**config.mk**
```make
export PLATFORM = sky130hd
export DESIGN_NAME = mseq_store_txn_sched
export DESIGN_NICKNAME = d
export VERILOG_FILES = /design/src/rtl/mseq_store_txn_sched.sv
export SDC_FILE = /design/constraint.sdc
export NUM_CORES = 1
export LEC_CHECK = 0
export ABC_AREA = 1
export BUFFER_PORTS_ARGS = -buffer_cell sky130_fd_sc_hd__buf_2
export CORE_UTILIZATION = 63
export CTS_BUF_LIST = sky130_fd_sc_hd__clkbuf_8
export CTS_CLUSTER_SIZE = 28
export DETAILED_ROUTE_END_ITERATION = 16
export HOLD_SLACK_MARGIN = 0.02
export PLACE_DENSITY_LB_ADDON = 0.3
export REMOVE_ABC_BUFFERS = 1
export SYNTH_ARGS = -nofsm -noshare
export SYNTH_HDL_FRONTEND = slang
export SYNTH_SLANG_ARGS = --single-unit
```
**constraint.sdc**
```tcl
create_clock -name clk_i -period 16.35 [get_ports clk_i]
set_input_delay 1.635 -clock clk_i [delete_from_list [all_inputs] [get_ports clk_i]]
set_output_delay 1.635 -clock clk_i [all_outputs]
set_load 0.01 [all_outputs]
```
**src/rtl/mseq_store_txn_sched.sv**
```systemverilog
// -----------------------------------------------------------------------------
// mseq_store_txn_sched
//
// Burst scheduler for the matrix sequential-store path. It takes one store
// request, given as a start address and a length, both in nibbles. It splits
// the request into AXI write bursts. A burst never crosses a BoundaryBytes
// boundary and never exceeds MaxBurstBeats beats. For each burst it issues
// one AW. It then emits one control record per W beat for the store datapath.
// It counts outstanding B responses and pulses done_o once the whole request
// has retired.
//
// Ports
//   clk_i, rst_i        clock, synchronous active-high reset
//   req_*               request handshake: nibble start address, nibble count
//   aw_*                AXI write-address channel (addr, len, size)
//   txn_*               per-beat control: burst start nibble address,
//                       head-of-burst flag, beats remaining after this one,
//                       exclusive upper nibble of the last beat, final-burst flag
//   b_valid_i, b_ready_o AXI write-response handshake
//   busy_o              scheduler is not idle
//   done_o              one-cycle pulse when the request has completed
// -----------------------------------------------------------------------------
module mseq_store_txn_sched #(
  parameter int unsigned AxiDataWidth   = 512,
  parameter int unsigned AxiAddrWidth   = 64,
  parameter int unsigned LenWidth       = 32,
  parameter int unsigned MaxBurstBeats  = 16,
  parameter int unsigned BoundaryBytes  = 4096,
  parameter int unsigned MaxOutstanding = 8,
  localparam int unsigned BusNibbles    = AxiDataWidth / 4,
  localparam int unsigned BusNSize      = $clog2(BusNibbles)
) (
  input  logic                      clk_i,
  input  logic                      rst_i,
  input  logic                      req_valid_i,
  output logic                      req_ready_o,
  input  logic [AxiAddrWidth:0]     req_addr_i,
  input  logic [LenWidth-1:0]       req_nbs_i,
  output logic                      aw_valid_o,
  input  logic                      aw_ready_i,
  output logic [AxiAddrWidth-1:0]   aw_addr_o,
  output logic [7:0]                aw_len_o,
  output logic [2:0]                aw_size_o,
  output logic                      txn_valid_o,
  input  logic                      txn_ready_i,
  output logic [AxiAddrWidth:0]     txn_addr_o,
  output logic                      txn_is_head_o,
  output logic [7:0]                txn_rmn_beat_o,
  output logic [BusNSize:0]         txn_lbn_o,
  output logic                      txn_is_final_o,
  input  logic                      b_valid_i,
  output logic                      b_ready_o,
  output logic                      busy_o,
  output logic                      done_o
);

  localparam int unsigned AddrNbW    = AxiAddrWidth + 1;
  localparam int unsigned BndNibbles = 2 * BoundaryBytes;
  localparam int unsigned BndBits    = $clog2(BndNibbles);
  localparam int unsigned MaxNb      = MaxBurstBeats * BusNibbles;
  localparam int unsigned CalcWidth  = $clog2(BndNibbles + BusNibbles) + 1;
  // Burst arithmetic runs at a width that covers both the request length
  // and the boundary distance, so min() compares like with like.
  localparam int unsigned W          = (LenWidth > CalcWidth) ? LenWidth : CalcWidth;
  localparam int unsigned LbnW       = BusNSize + 1;
  localparam int unsigned OutWidth   = $clog2(MaxOutstanding + 1);

  typedef enum logic [2:0] {
    IDLE,
    CALC,
    AW,
    BEATS,
    WAIT_B
  } state_e;

  state_e                state, state_n;
  logic [AddrNbW-1:0]    cur_addr;
  logic [LenWidth-1:0]   rmn;
  logic [W-1:0]          chunk_q;
  logic [7:0]            len_q;
  logic [LbnW-1:0]       lbn_q;
  logic                  final_q;
  logic [7:0]            rmn_beat;
  logic                  is_head;
  logic [OutWidth-1:0]   outstanding;

  // Combinational burst fields, evaluated from cur_addr/rmn and latched in CALC.
  logic [W-1:0]          off, to_bnd, max_nb, rmn_w, chunk_c, end_m1;
  logic [7:0]            len_c;
  logic [LbnW-1:0]       lbn_c;
  logic                  final_c;

  logic aw_hs, b_hs;

  always_comb begin
    off     = W'(cur_addr[BusNSize-1:0]);
    to_bnd  = W'(BndNibbles) - W'(cur_addr[BndBits-1:0]);
    max_nb  = W'(MaxNb) - off;
    rmn_w   = W'(rmn);
    chunk_c = rmn_w;
    if (to_bnd < chunk_c) chunk_c = to_bnd;
    if (max_nb < chunk_c) chunk_c = max_nb;
    // The last nibble touched, counted from the start of the first beat.
    // chunk_c is at least 1, so this never wraps.
    end_m1  = off + chunk_c - W'(1);
    len_c   = 8'(end_m1 >> BusNSize);
    lbn_c   = LbnW'(end_m1[BusNSize-1:0]) + LbnW'(1);
    final_c = (rmn_w == chunk_c);
  end

  assign aw_hs = aw_valid_o & aw_ready_i;
  // A B arriving with nothing outstanding is a protocol error. It is ignored
  // here so the counter cannot wrap, and it is flagged by the property below.
  assign b_hs  = b_valid_i & b_ready_o & (outstanding != '0);

  // NOTE: every register below changes only through non-blocking
  // assignments, so all flops sample the same pre-edge values.
  always_ff @(posedge clk_i) begin
    if (rst_i) begin
      state       <= IDLE;
      cur_addr    <= '0;
      rmn         <= '0;
      chunk_q     <= '0;
      len_q       <= '0;
      lbn_q       <= '0;
      final_q     <= 1'b0;
      rmn_beat    <= '0;
      is_head     <= 1'b0;
      outstanding <= '0;
    end else begin
      state <= state_n;
      unique case (state)
        IDLE: begin
          if (req_valid_i) begin
            cur_addr <= req_addr_i;
            rmn      <= req_nbs_i;
          end
        end
        CALC: begin
          chunk_q  <= chunk_c;
          len_q    <= len_c;
          lbn_q    <= lbn_c;
          final_q  <= final_c;
          rmn_beat <= len_c;
          is_head  <= 1'b1;
        end
        BEATS: begin
          if (txn_ready_i) begin
            is_head <= 1'b0;
            if (rmn_beat != 8'd0) begin
              rmn_beat <= rmn_beat - 8'd1;
            end else begin
              cur_addr <= cur_addr + AddrNbW'(chunk_q);
              rmn      <= rmn - LenWidth'(chunk_q);
            end
          end
        end
        default: ;
      endcase

      unique case ({aw_hs, b_hs})
        2'b10:   outstanding <= outstanding + OutWidth'(1);
        2'b01:   outstanding <= outstanding - OutWidth'(1);
        default: ;
      endcase
    end
  end

  // NOTE: every output and state_n gets a default first, so no path
  // through the case can leave a latch behind.
  always_comb begin
    state_n     = state;
    req_ready_o = 1'b0;
    aw_valid_o  = 1'b0;
    txn_valid_o = 1'b0;
    done_o      = 1'b0;
    unique case (state)
      IDLE: begin
        req_ready_o = 1'b1;
        if (req_valid_i) state_n = CALC;
      end
      CALC: begin
        if (outstanding < OutWidth'(MaxOutstanding)) state_n = AW;
      end
      AW: begin
        aw_valid_o = 1'b1;
        if (aw_ready_i) state_n = BEATS;
      end
      BEATS: begin
        // Beat control is only presented once this burst's AW has handshaken.
        txn_valid_o = 1'b1;
        if (txn_ready_i && (rmn_beat == 8'd0)) state_n = final_q ? WAIT_B : CALC;
      end
      WAIT_B: begin
        if (outstanding == '0) begin
          done_o  = 1'b1;
          state_n = IDLE;
        end
      end
      default: state_n = IDLE;
    endcase
  end

  assign aw_addr_o      = cur_addr[AxiAddrWidth:1];
  assign aw_len_o       = len_q;
  assign aw_size_o      = 3'($clog2(AxiDataWidth / 8));
  assign txn_addr_o     = cur_addr;
  assign txn_is_head_o  = is_head;
  assign txn_rmn_beat_o = rmn_beat;
  assign txn_lbn_o      = lbn_q;
  assign txn_is_final_o = final_q;
  assign b_ready_o      = ~rst_i;
  assign busy_o         = (state != IDLE);

  b_without_outstanding : assert property (
    @(posedge clk_i) disable iff (rst_i) b_valid_i |-> (outstanding != '0)
  );

endmodule

```
=== Word-level counts from Yosys, hierarchy flattened ===
Index checks and enable logic that the tools add are counted.

* Register bits: 162
* Bits of input ports: 103
* Output and inout port bits: 164
* Word-level logic and storage cells: 84

* $add $sub $neg: 10
* Magnitude comparators: 3
* Equal/unequal tests: 15
* Mux-type cells: 28
* Bitwise operators: 4
* Reductions and logical operators: 14

{| class="wikitable"
|+ Operator list
! kind !! count
|-
| $mux 65 || 3
|-
| $mux 32 || 5
|-
| $pmux 65 s2 || 1
|-
| $add 65x32->65 || 1
|-
| $lt 32x32->1 || 2
|-
| $pmux 32 s2 || 1
|-
| $eq 32x32->1 || 1
|-
| $sub 32x32->32 || 1
|-
| $mux 3 || 6
|-
| $mux 8 || 2
|-
| $ne 2x2->1 const B || 8
|-
| $pmux 8 s2 || 1
|-
| $add 7x15->15 || 1
|-
| $pmux 3 s5 || 1
|-
| $sub 14x13->15 const A || 1
|-
| $sub 15x1->15 const B || 1
|-
| $sub 12x7->13 const A || 1
|-
| $add 7x1->8 const B || 1
|-
| $logic_not 8->1 || 1
|-
| $pmux 4 s2 || 1
|-
| $reduce_bool 8->1 || 1
|-
| $sub 8x1->8 const B || 1
|-
| $eq 3x2->1 const B || 2
|-
| $mux 1 || 6
|-
| other kinds (20) || 24
|}

=== Logic depth before layout (Yosys ltp) ===
Gate-level depths: netlist of the first run.

* Depth in word-level cells: 8
* Mapped depth: 52
* Gate-level depth less buffers: 50

=== Least setup slack after synthesis of the first run ===
Ideal clock, no wire load.

* Kind: reg2reg
* From: register cur_addr[1], in the netlist txn_addr_o[1]
* To: register rmn_beat[6], in the netlist txn_rmn_beat_o[6]
* Setup time: 0.070 ns
* Data arrival time: 6.386 ns
* Data required time: 16.280 ns
* Slack: 9.894 ns
* Stages on the path, launching flop included: 49
* Buffers on the path: 2
* Clock period less this slack: 6.456 ns
* Cells stage by stage: dfxtp_1 inv_1 ha_1 nand3_1 nor2_1 nand2_1 nor2_1 inv_1 nor2_1 nand3_1 nand2_1 inv_1 ha_1 nand2_1 nor4_1 nand2_1 nand2_2 nand2_4 (+13 left out) ha_1 inv_1 ha_1 fa_1 nand3_1 nand3_1 a21oi_1 o21bai_1 nand2_1 nand2_1 a21oi_1 o21ai_0 a21oi_1 o21ai_0 xnor2_1 nand2_1 nand2_1 a21oi_1

* Word-level cells in the longest chain between the ends: 8
* Elaborated cells between the ends (all ways): 9
* Those cells by class: 4 x add/sub; 2 x order compare; 3 x mux

{| class="wikitable"
|+ RTL lines
! what !! RTL line !! text
|-
| start, declared || 77 || <nowiki>logic [AddrNbW-1:0] cur_addr;</nowiki>
|-
| start signal, assigned || 135 || <nowiki>cur_addr <= req_addr_i;</nowiki>
|-
| start signal, assigned || 153 || <nowiki>cur_addr <= cur_addr + AddrNbW'(chunk_q);</nowiki>
|-
| $sub 14x13->15 || 97 || <nowiki>to_bnd = W'(BndNibbles) - W'(cur_addr[BndBits-1:0]);</nowiki>
|-
| $lt 32x32->1 || 101 || <nowiki>if (to_bnd < chunk_c) chunk_c = to_bnd;</nowiki>
|-
| $mux 32 || 101 ||
|-
| $lt 32x32->1 || 102 || <nowiki>if (max_nb < chunk_c) chunk_c = max_nb;</nowiki>
|-
| $mux 32 || 102 ||
|-
| $add 7x15->15 (*) || 105 || <nowiki>end_m1 = off + chunk_c - W'(1);</nowiki>
|-
| $sub 15x1->15 (*) || 105 ||
|-
| $pmux 8 s2 (*) || 132 || <nowiki>unique case (state)</nowiki>
|-
| end signal, assigned || 144 || <nowiki>rmn_beat <= len_c;</nowiki>
|-
| end signal, assigned || 151 || <nowiki>rmn_beat <= rmn_beat - 8'd1;</nowiki>
|-
| end, declared || 83 || <nowiki>logic [7:0] rmn_beat;</nowiki>
|}

Every way passes the cells marked *; elsewhere a longest branch is shown, timed or not.
A chain may end at the register's enable or synchronous reset.

=== Worst setup path in the final report of the first run ===
Ends and elaborated chain as after synthesis.

==> results of run 1 <==
kinds of logic (layout without fill, tap and decap cells):
group / count (synthesis) / after routing / synth area share
adder cells (fa/ha/maj): 111 / 111 / 0.100
other: 2 / 7 / 0.000531
XOR/XNOR: 69 / 69 / 0.0428
flip-flops: 162 / 162 / 0.229
AO/OA/AOI/OAI: 532 / 532 / 0.211
AND/OR/NAND/NOR: 909 / 909 / 0.273
buffers and inverters: 467 / 633 / 0.142
metrics by stage:
step | cell area, um2 | util | hold slack [ps] | cells
after floorplan | 13400 | - | 443 | 2117
after global placement | 15100 | 0.691 | 447 | 2670
after detailed placement | 15100 | 0.691 | 451 | 2670
after CTS | 15500 | 0.710 | 466 | 2702
after global routing | 15500 | 0.710 | 504 | 2702
final | 15500 | 0.710 | 464 | 2703
registers in the layout, indices dropped and copies added (netlist names):
name / count
txn_is_final_o: 1
rmn: 32
outstanding: 4
state: 3
aw_len_o: 8
chunk_q: 32
txn_rmn_beat_o: 8
txn_lbn_o: 8
txn_is_head_o: 1
txn_addr_o: 65
area by class of cell:
type                            count  area [um2]
Fill cell                        1977        6340
Sequential cell                   162        3240
Inverter                          328        1230
Clock buffer                       18         248
Tap cell                          280         350
Timing Repair Buffer              273        1390
Clock inverter                     14         165
Multi-Input combinational cell   1627        8910
Antenna cell                        1        2.50
critical path: cells and delay by family, from the launching register on:
| kind | cells | cell delay [ps] |
|---|---|---|
| compound gates | 13 | 1910 |
| xor+xnor | 1 | 150 |
| fa+ha+maj | 6 | 1650 |
| buf+inv | 5 | 530 |
| flops | 1 | 370 |
| simple gates | 20 | 2650 |
final timing paths:
check                      end  slack [ps]  cells past startpoint
max reg2reg  txn_rmn_beat_o[6]        9010                     45
min              txn_is_head_o         460                      2
min reg2reg      txn_is_head_o         460                      2
max          txn_rmn_beat_o[6]        9010                     45
synth_stat cells, drive strengths merged, types with 2 or more instances:
library cell	n
a21boi	5
a221oi	13
ha	107
o21ai	164
fa	4
a31oi	15
xnor2	22
a21oi	253
o21a	5
nor2	277
o211ai	29
dfxtp	162
nand3	87
and3	4
xor2	47
nor3	64
nand2	423
a211oi	15
nand3b	3
o221ai	8
a21o	5
or2	9
nor4	22
conb	2
buf	73
a2111oi	2
clkinv	2
o21bai	11
inv	326
nand4	20
clkbuf	66
layer usage:
metal,global-route usage,routed length [um]
met5,0,0
met4,0.171,1760
met3,0.0467,3080
met2,0.652,21100
met1,0.451,18000
==> results.md, run 1 <==
* Status: complete, no violations
* TNS Setup at 0 ps
* Min cycle time layout at 7340 ps
* Vias in the first global route at 14000
* # setup viols final at 0
* Worst setup margin at 9010 ps
* CP Data Required Time at 16750 ps
* DIE WIDTH at 152 um
* CP Class: flop to flop
* Clock Pin Slew Worst Setup and Hold Paths at 110 ps
* Residual DRC count at 0
* Total track usage at 0.372
* Most common cell after layout, fill and taps aside: nand2_1
* CTS tree: done
* Largest net degree at the start of global routing at 87
* Pre-CTS WS at 9160 ps
* DR vias at 15600
* Hold Buf Count CTS at 0
* Final Wtd Congestion at 1.00
* Root buffer cell: clkbuf_8
* Core area at 21900 um2
* Startpoint types: flop
* Initial DRC count at 1042
* P&R area growth vs syn at 10.0%
* Clock sink count at 162
* Ports at 267
* Port Buffers at 263
* Synth async-reset ratio at 0
* Mapped Cells at 2252
* Drt pass-1 iters at 5
* Layout net count at 2623
* GRT overflow at 0
* Share of layout cells above drive strength 1 at 0.143
* Min-delay src: txn_is_head_o
* Max-cap violations at 0
* Rows at 54
* Die area at 23000 um2
* Fin crit share at 0.449
* Clock Latency Late Sink at 490 ps
* Worst path arrival time at 7740 ps
* Leading area contributor after synthesis: dfxtp_1
* Most used flip-flop cell after synthesis: dfxtp_1
* Drt wl/cell at 16.2 um
* First-pass GRT wire length at 67600 um
* CTS max path bufs at 2
* Slowest CP cell: fa_1
* Max Fclk at 136 MHz
* Final antenna-violating net count at 0
* Largest fanout on the critical path at 19
* Postcts setup bufs at 0
* H-Tree Level Count at 4
* Mapped Avg Cell Area at 6.28 um2
* Worst setup path startpoint: txn_addr_o[1]
* HPWL after DPL at 33200 um
* Synthesized cell area at 14100 um2
* Worst-Margin Slew at 961 ps
* Initial antenna violation count at 0
* CTS buffer count at 17
* Synth warn at 0
* Number of synthesized register bits at 162
* Final Hold Viols at 0
* DR vias/cell at 5.77
* Fin. max-slew vios at 0
* Number of synthesized flops with an enable pin at 0
* Min-Delay Path Class: flop to flop
* Library cells used by synthesis at 53
* CP most frequent cell: nand2_1
* Final WL at 43900 um
* Unrepaired setup endpoints after global routing: no
* Rel. slew slack at 0.354
* Post-synth top area share at 0.229
* FF-to-FF Start: txn_addr_o[1]
* Most frequent cells in the layout: nand2_1, inv_1, nor2_1, buf_2, a21oi_1
* Skew final at 27.8 ps
* Die height at 152 um
* Seq/Total Area, Yosys at 0.229
* Post-cts sizing count at 0
* Most area-consuming cells after synthesis: dfxtp_1, nand2_1, ha_1
* Crit. End Element: flop
* Initial Utilization at 0.646
* Critical path's largest stage delay at 420 ps
Power of run 1 is left out: the tool's default activity adds up to more than one toggle a clock period on the data nets, which glitch-free logic cannot reach.
==> run 2: changes to the inputs <==
--- a/config.mk
+++ b/config.mk
@@ -7,7 +7,7 @@
 export LEC_CHECK = 0
 export ABC_AREA = 1
 export BUFFER_PORTS_ARGS = -buffer_cell sky130_fd_sc_hd__buf_2
-export CORE_UTILIZATION = 63
+export CORE_UTILIZATION = 59
 export CTS_BUF_LIST = sky130_fd_sc_hd__clkbuf_8
 export CTS_CLUSTER_SIZE = 28
 export DETAILED_ROUTE_END_ITERATION = 16
==> constraint.sdc (replaced) <==
create_clock -name clk_i -period 7.6 [get_ports clk_i]
set_input_delay 0.76 -clock clk_i [delete_from_list [all_inputs] [get_ports clk_i]]
set_output_delay 0.76 -clock clk_i [all_outputs]
set_load 0.01 [all_outputs]
==> run 2 against run 1 <==
  * Non-clock buffer count rose by 1
  * Clock skew decreased by 10 ps
  * Via count shrank 1.9%
  * Routed wire length rose by 0.44%
  * First-iteration DRC count rose by 9.8%
  * Die area rose by 6.7%
  * Register-to-register slack lost 8300 ps
  * Global-route usage is 1.6 points lower
  * Sequential share of layout area shrank 0.19 points
  * Critical path type unchanged
  * Critical endpoint unchanged
==> results.md, run 2 (synthesized netlist as in run 1, its figures left out) <==
* H-Tree Level Count at 4 (unchanged)
* Slowest CP cell: dfxtp_1 (was fa_1)
* Clock sink count at 162 (unchanged)
* CP Data Required Time at 7940 ps (was 16750 ps)
* CTS tree: done (unchanged)
* Die height at 157 um (was 152 um)
* Crit. End Element: flop (unchanged)
* DR vias/cell at 5.58 (was 5.77)
* Final Hold Viols at 0 (unchanged)
* Die area at 24600 um2 (was 23000 um2)
* Final WL at 44100 um (was 43900 um)
* Most frequent cells in the layout: nand2_1, inv_1, nor2_1, buf_2, a21oi_1 (unchanged)
* Worst path arrival time at 7270 ps (was 7740 ps)
* CTS buffer count at 17 (unchanged)
* Worst-Margin Slew at 973 ps (was 961 ps)
* DP Cell Count at 2707 (was 2670)
* Filler instances at 2213 (was 1977)
* GRT overflow at 0 (unchanged)
* Most common cell after layout, fill and taps aside: nand2_1 (unchanged)
* Fin crit share at 0.912 (was 0.449)
* Port Buffers at 263 (unchanged)
* Drt wl/cell at 16.1 um (was 16.2 um)
* CTS max path bufs at 2 (unchanged)
* CP most frequent cell: nand2_1 (unchanged)
* Max reg flops at 65 (unchanged)
* Clock Pin Slew Worst Setup and Hold Paths at 110 ps (about the same)
* Total track usage at 0.356 (was 0.372)
* Min cycle time layout at 6930 ps (was 7340 ps)
* Min-Delay Path Class: flop to flop (unchanged)
* Initial Utilization at 0.602 (was 0.646)
* Startpoint types: flop (unchanged)
* P&R area growth vs syn at 11.0% (was 10.0%)
* Final Wtd Congestion at 0.974 (was 1.00)
* Initial antenna violation count at 1 (was 0)
* Hold Buf Count CTS at 0 (unchanged)
* Share of layout cells above drive strength 1 at 0.146 (was 0.143)
* Largest fanout on the critical path at 19 (unchanged)
* Vias in the first global route at 13900 (was 14000)
* Rows at 56 (was 54)
* Final antenna-violating net count at 0 (unchanged)
* Critical path's largest stage delay at 400 ps (was 420 ps)
* Residual DRC count at 0 (unchanged)
* Non-filler cells, final at 2743 (was 2703)
* Status: complete, no violations (unchanged)
* Max-cap violations at 0 (unchanged)
* Clock Latency Late Sink at 490 ps (about the same)
* Root buffer cell: clkbuf_8 (unchanged)
* Core area at 23500 um2 (was 21900 um2)
* # setup viols final at 0 (unchanged)
* DIE WIDTH at 157 um (was 152 um)
* Drt pass-1 iters at 6 (was 5)
* Fin. max-slew vios at 0 (unchanged)
* Largest net degree at the start of global routing at 87 (unchanged)
* Skew final at 17.8 ps (was 27.8 ps)
* CP Class: flop to flop (unchanged)
* First-pass GRT wire length at 68800 um (was 67600 um)
* Layout net count at 2624 (was 2623)
* Initial DRC count at 1144 (was 1042)
* CP delay by family, top: simple AND/OR/NAND/NOR gates (unchanged)
* HPWL after DPL at 33000 um (was 33200 um)
* Ports at 267 (unchanged)
* Max Fclk at 144 MHz (was 136 MHz)
* Rel. slew slack at 0.352 (was 0.354)
* Worst path bufs/invs at 4 (was 5)
* DR vias at 15300 (was 15600)
## run 2: cell count changes in the layout (fill, tap and decap cells not counted), moves of 2 or more
| cell | before | now |
|---|---|---|
| nand2_8 | 0 | 2 |
| inv_8 | 3 | 5 |
| o21ai_1 | 4 | 9 |
| nand2_4 | 5 | 3 |
| nor2_1 | 271 | 269 |
| bufinv_16 | 2 | 4 |
| o21ai_0 | 158 | 152 |
## run 2: path summary, 6_finish.rpt
path	from	end	slack, ps	depth (start not counted)
setup / recovery	txn_addr_o[0]	txn_rmn_beat_o[6]	670	44
hold / removal	txn_is_head_o	txn_is_head_o	470	2
setup reg to reg	txn_addr_o[0]	txn_rmn_beat_o[6]	670	44
hold reg to reg	txn_is_head_o	txn_is_head_o	470	2
## run 2: layout make-up
class	count	area (um2)	area share
sequential	162	3240	0.207
clock inverter	14	214	0.0136
timing repair buffer	274	1400	0.0893
multi-input combinational	1627	8950	0.570
antenna	1	2.50	0.000159
inverter	328	1230	0.0787
tap	319	399	0.0254
clock buffer	18	248	0.0158
## run 2: per-layer routing
metal	part of all wire	global-route usage	routed length [um]	vias to the layer above
li1	-	-	-	7663
met1	0.43	0.436	18800	6983
met2	0.47	0.612	20900	556
met3	0.060	0.0465	2630	102
met4	0.040	0.173	1760	0
met5	0	0	0	-
## run 2: worst reg2reg max path, delay by kind of cell, from the launching register on
kind | cells | cell delay (ps)
simple gates | 23 | 2840
fa+ha+maj | 6 | 1550
compound gates | 10 | 1510
flops | 1 | 400
buf+inv | 4 | 340
xor+xnor | 1 | 170
## run 2: through the flow
stage	TNS (ps)	instance area (um2)	utilization	setup WS [ps]	hold WS [ps]
after global routing	-12.6	15700	0.669	-12.6	503
after floorplan	-374980	13400	-	-5150	443
after CTS	0	15600	0.666	167	473
final	0	15700	0.669	670	473
after global placement	0	15200	0.646	560	448
after detailed placement	0	15200	0.646	232	458
## run 2: repair_timing
| item | CTS | global route |
|---|---|---|
| resized for setup | 0 | 15 |
| endpoints found under the setup margin | 0 | 12 |
| buffers inserted | 0 | 3 |
Power of run 2 is left out for the same reason.
==> run 3: changes to the inputs <==
--- a/config.mk
+++ b/config.mk
@@ -5,10 +5,10 @@
 export SDC_FILE = /design/constraint.sdc
 export NUM_CORES = 1
 export LEC_CHECK = 0
-export ABC_AREA = 1
 export BUFFER_PORTS_ARGS = -buffer_cell sky130_fd_sc_hd__buf_2
-export CORE_UTILIZATION = 59
+export CORE_UTILIZATION = 58
 export CTS_BUF_LIST = sky130_fd_sc_hd__clkbuf_8
+export CTS_CLUSTER_DIAMETER = 120
 export CTS_CLUSTER_SIZE = 28
 export DETAILED_ROUTE_END_ITERATION = 16
 export HOLD_SLACK_MARGIN = 0.02
==> run 3 against run 2 <==
  * Sequential share of layout area increased by 1.0 points
  * Register-to-register slack got worse by 280 ps
  * Via count shrank 10%
  * Flip-flop and latch count is the same
  * Routed wire length down 7.9%
  * Die area shrank 3.8%
  * Non-clock buffer count rose by 23
  * Critical path type unchanged
  * Worst setup slack got worse by 280 ps
  * Clock-buffer cell count is 1 lower
  * Hold slack got worse by 17 ps
  * Global-route usage fell by 1.5 points
==> results.md, run 3 <==
* Status: complete, no violations (unchanged)
* DR vias/cell at 6.16 (was 5.58)
* Residual DRC count at 0 (unchanged)
* Worst reg-to-reg path cell count at 30 (was 44)
* Min-Delay Path Depth at 2 (unchanged)
* Port Buffers at 263 (unchanged)
* CP Data Required Time at 7980 ps (was 7940 ps)
* Part of the power in registers at 0.205
* Worst path arrival time at 7590 ps (was 7270 ps)
* Most used flip-flop cell after synthesis: dfxtp_1 (unchanged)
* DIE WIDTH at 154 um (was 157 um)
* Die area at 23600 um2 (was 24600 um2)
* Share of layout cells above drive strength 1 at 0.194 (was 0.146)
* Rel. slew slack at 0.310 (was 0.352)
* Leading area contributor after synthesis: dfxtp_1 (unchanged)
* Worst-Margin Slew at 1040 ps (was 973 ps)
* Final WL at 40600 um (was 44100 um)
* Largest net degree at the start of global routing at 93 (was 87)
* Internal Pwr Total at 0.00323 W
* Most frequent cells in the layout: buf_2, nor2_1, a21oi_1, dfxtp_1, nand2_1 (was nand2_1, inv_1, nor2_1, buf_2, a21oi_1)
* Post-synth top area share at 0.243 (was 0.229)
* CTS buffer count at 17 (unchanged)
* Number of synthesized flops with an enable pin at 0 (unchanged)
* # setup viols final at 0 (unchanged)
* CTS tree: done (unchanged)
* Leak at 6.64 nW
* Max reg flops at 65 (unchanged)
* Clock sink count at 162 (unchanged)
* Largest fanout on the critical path at 12 (was 19)
* Mapped Cells at 1779 (was 2252)
* Most area-consuming cells after synthesis: dfxtp_1, ha_1, a21oi_1 (was dfxtp_1, nand2_1, ha_1)
* Worst setup path startpoint: txn_addr_o[8] (was txn_addr_o[0])
* R2R Path End: txn_rmn_beat_o[6] (unchanged)
* Cell with the most instances after synthesis: nor2_1 (was nand2_1)
* Synthesized cell area at 13400 um2 (was 14100 um2)
* Total track usage at 0.341 (was 0.356)
* Critical path's largest stage delay at 580 ps (was 400 ps)
* Post-cts sizing count at 0 (unchanged)
* Initial antenna violation count at 1 (unchanged)
* Pre-CTS WS at 173 ps (was 232 ps)
* Filler instances at 2046 (was 2213)
* Drt wl/cell at 18.1 um (was 16.1 um)
* Library cells used by synthesis at 87 (was 53)
* Fin area at 14900 um2 (was 15700 um2)
* TNS Setup at 0 ps (unchanged)
* Final antenna-violating net count at 0 (unchanged)
* Max Fclk at 139 MHz (was 144 MHz)
* Seq/Total Area, Yosys at 0.243 (was 0.229)
* Hold Buf Count CTS at 0 (unchanged)
* P&R area growth vs syn at 11.8% (was 11.0%)
* Slowest CP cell: or4_1 (was dfxtp_1)
* Clock Latency Late Sink at 470 ps (was 490 ps)
* Logic gate share of total power at 0.685
* Final Wtd Congestion at 0.946 (was 0.974)
* Min-Delay Path Class: flop to flop (unchanged)
* Initial DRC count at 1229 (was 1144)
* Layout net count at 2153 (was 2624)
* Worst setup margin at 392 ps (was 670 ps)
* CTS max path bufs at 2 (unchanged)
* Max-cap violations at 0 (unchanged)
* GRT overflow at 0 (unchanged)
* Mapped Avg Cell Area at 7.51 um2 (was 6.28 um2)
* Rows at 55 (was 56)
* Root buffer cell: clkbuf_8 (unchanged)
* Ports at 267 (unchanged)
* Power per cell area at 430 nW/um2
* DP Area at 14400 um2 (was 15200 um2)
* Crit. End Element: flop (unchanged)
* Multi-input gate area at 8980 um2 (was 8950 um2)
* Reg area at 3240 um2 (unchanged)
* VDD IR max at 0.000270 V
* First-pass GRT wire length at 64500 um (was 68800 um)
* Clock Pin Slew Worst Setup and Hold Paths at 90 ps (was 110 ps)
* Postcts setup bufs at 0 (unchanged)
* Vias in the first global route at 12400 (was 13900)
* Core area at 22600 um2 (was 23500 um2)
* Net Sw Frac at 0.496
* Layout Utilization at 0.660 (was 0.669)
* CP Class: flop to flop (unchanged)
* DR vias at 13800 (was 15300)
* Synth async-reset ratio at 0 (unchanged)
* Number of synthesized register bits at 162 (unchanged)
* H-Tree Level Count at 4 (unchanged)
* Power Total at 0.00642 W
* Drt pass-1 iters at 5 (was 6)
* R2R Setup Slk at 390 ps (was 670 ps)
* Fin crit share at 0.948 (was 0.912)
* Most common cell after layout, fill and taps aside: buf_2 (was nand2_1)
* CP most frequent cell: a21oi_1 (was nand2_1)
* FF-to-FF Start: txn_addr_o[8] (was txn_addr_o[0])
* Skew final at 23.0 ps (was 17.8 ps)
* Die height at 154 um (was 157 um)
* Worst Hold End: aw_len_o[3] (was txn_is_head_o)
* Fin. max-slew vios at 0 (unchanged)
* Min cycle time layout at 7210 ps (was 6930 ps)
* Psw at 0.00318 W
* Final Hold Viols at 0 (unchanged)
* Initial Utilization at 0.590 (was 0.602)
* Synth warn at 0 (unchanged)
* Clock power frac at 0.111
* Top cells by count, synth: nor2_1, a21oi_1, dfxtp_1 (was nand2_1, inv_1, nor2_1)
* HPWL after DPL at 29800 um (was 33000 um)
* Min-delay src: aw_len_o[3] (was txn_is_head_o)
* Startpoint types: flop (unchanged)
[run 3: changes by cell type in the layout (fill, tap and decap cells not counted), sizes merged, moves of 22 or more]
| cell | previous run | this run |
|---|---|---|
| a211oi | 15 | 61 |
| inv | 334 | 104 |
| a21oi | 253 | 164 |
| o21ai | 164 | 72 |
| buf | 274 | 297 |
| a311oi | 1 | 28 |
| xor2 | 47 | 25 |
| nand3 | 87 | 53 |
| a21o | 5 | 35 |
| nor2 | 277 | 168 |
| nand2 | 423 | 157 |
| xnor2 | 22 | 54 |
[run 3: final cells by class]
class,count,area share
diodes,1,0.000168
clock buffers,17,0.0157
clock inverters,15,0.0128
inverters,95,0.0239
multi-input cells,1366,0.601
flip-flops and latches,162,0.217
well taps,285,0.0239
repair buffers,297,0.105
[run 3: cells by family (layout without fill, tap and decap cells)]
logic type      after synthesis  count (layout)  synth area share
fa+ha+maj                   112             112             0.107
buf+inv                     255             424            0.0923
simple gates                625             625             0.227
other cells                   2               7          0.000562
xor+xnor                     79              79            0.0518
mux                          12              12           0.00927
flops                       162             162             0.243
compound gates              532             532             0.269
[run 3: worst max-delay path: cells and delay by family, from the launching register on]
kind,cells,cell delay [ps]
compound gates,17,3230
xor+xnor,2,330
fa+ha+maj,5,1580
buf+inv,1,40
flops,1,390
simple gates,5,1550
[run 3: routing by layer]
metal  global-route usage  wire [um]  vias to the layer above  share of wire
met5                    0          0                        -              0
met4                0.127        945                        0          0.023
met3               0.0479       3360                       71          0.083
met2                0.535      18100                      617           0.45
met1                0.472      18200                     6339           0.45
li1                     -          -                     6749              -
[run 3: how the worst max path moves through the flow]
stage                             end  slack (ps)
finish              txn_rmn_beat_o[6]         390
global placement    txn_rmn_beat_o[6]         260
detailed placement  txn_rmn_beat_o[6]         170
global route              aw_len_o[6]         -60
CTS                 txn_rmn_beat_o[6]         120
floorplan                 aw_len_o[5]         540
[run 3: per-stage QoR]
step | std cells | hold slack [ps]
4_1_cts | 2237 | 459
5_1_grt | 2238 | 482
3_3_place_gp | 2205 | 438
2_1_floorplan | 1623 | 443
3_5_place_dp | 2205 | 444
6_report | 2238 | 456
[run 3: power by group through the flow]
stage                     clock (W)  combinational [W]  sequential [W]
after floorplan                   0            0.00306         0.00137
after global placement            0            0.00419         0.00131
after detailed placement          0            0.00424         0.00132
after CTS                  0.000719            0.00427         0.00130
after global routing       0.000755            0.00490         0.00134
final                      0.000710            0.00439         0.00131
Power figures use the tool's default switching activity.
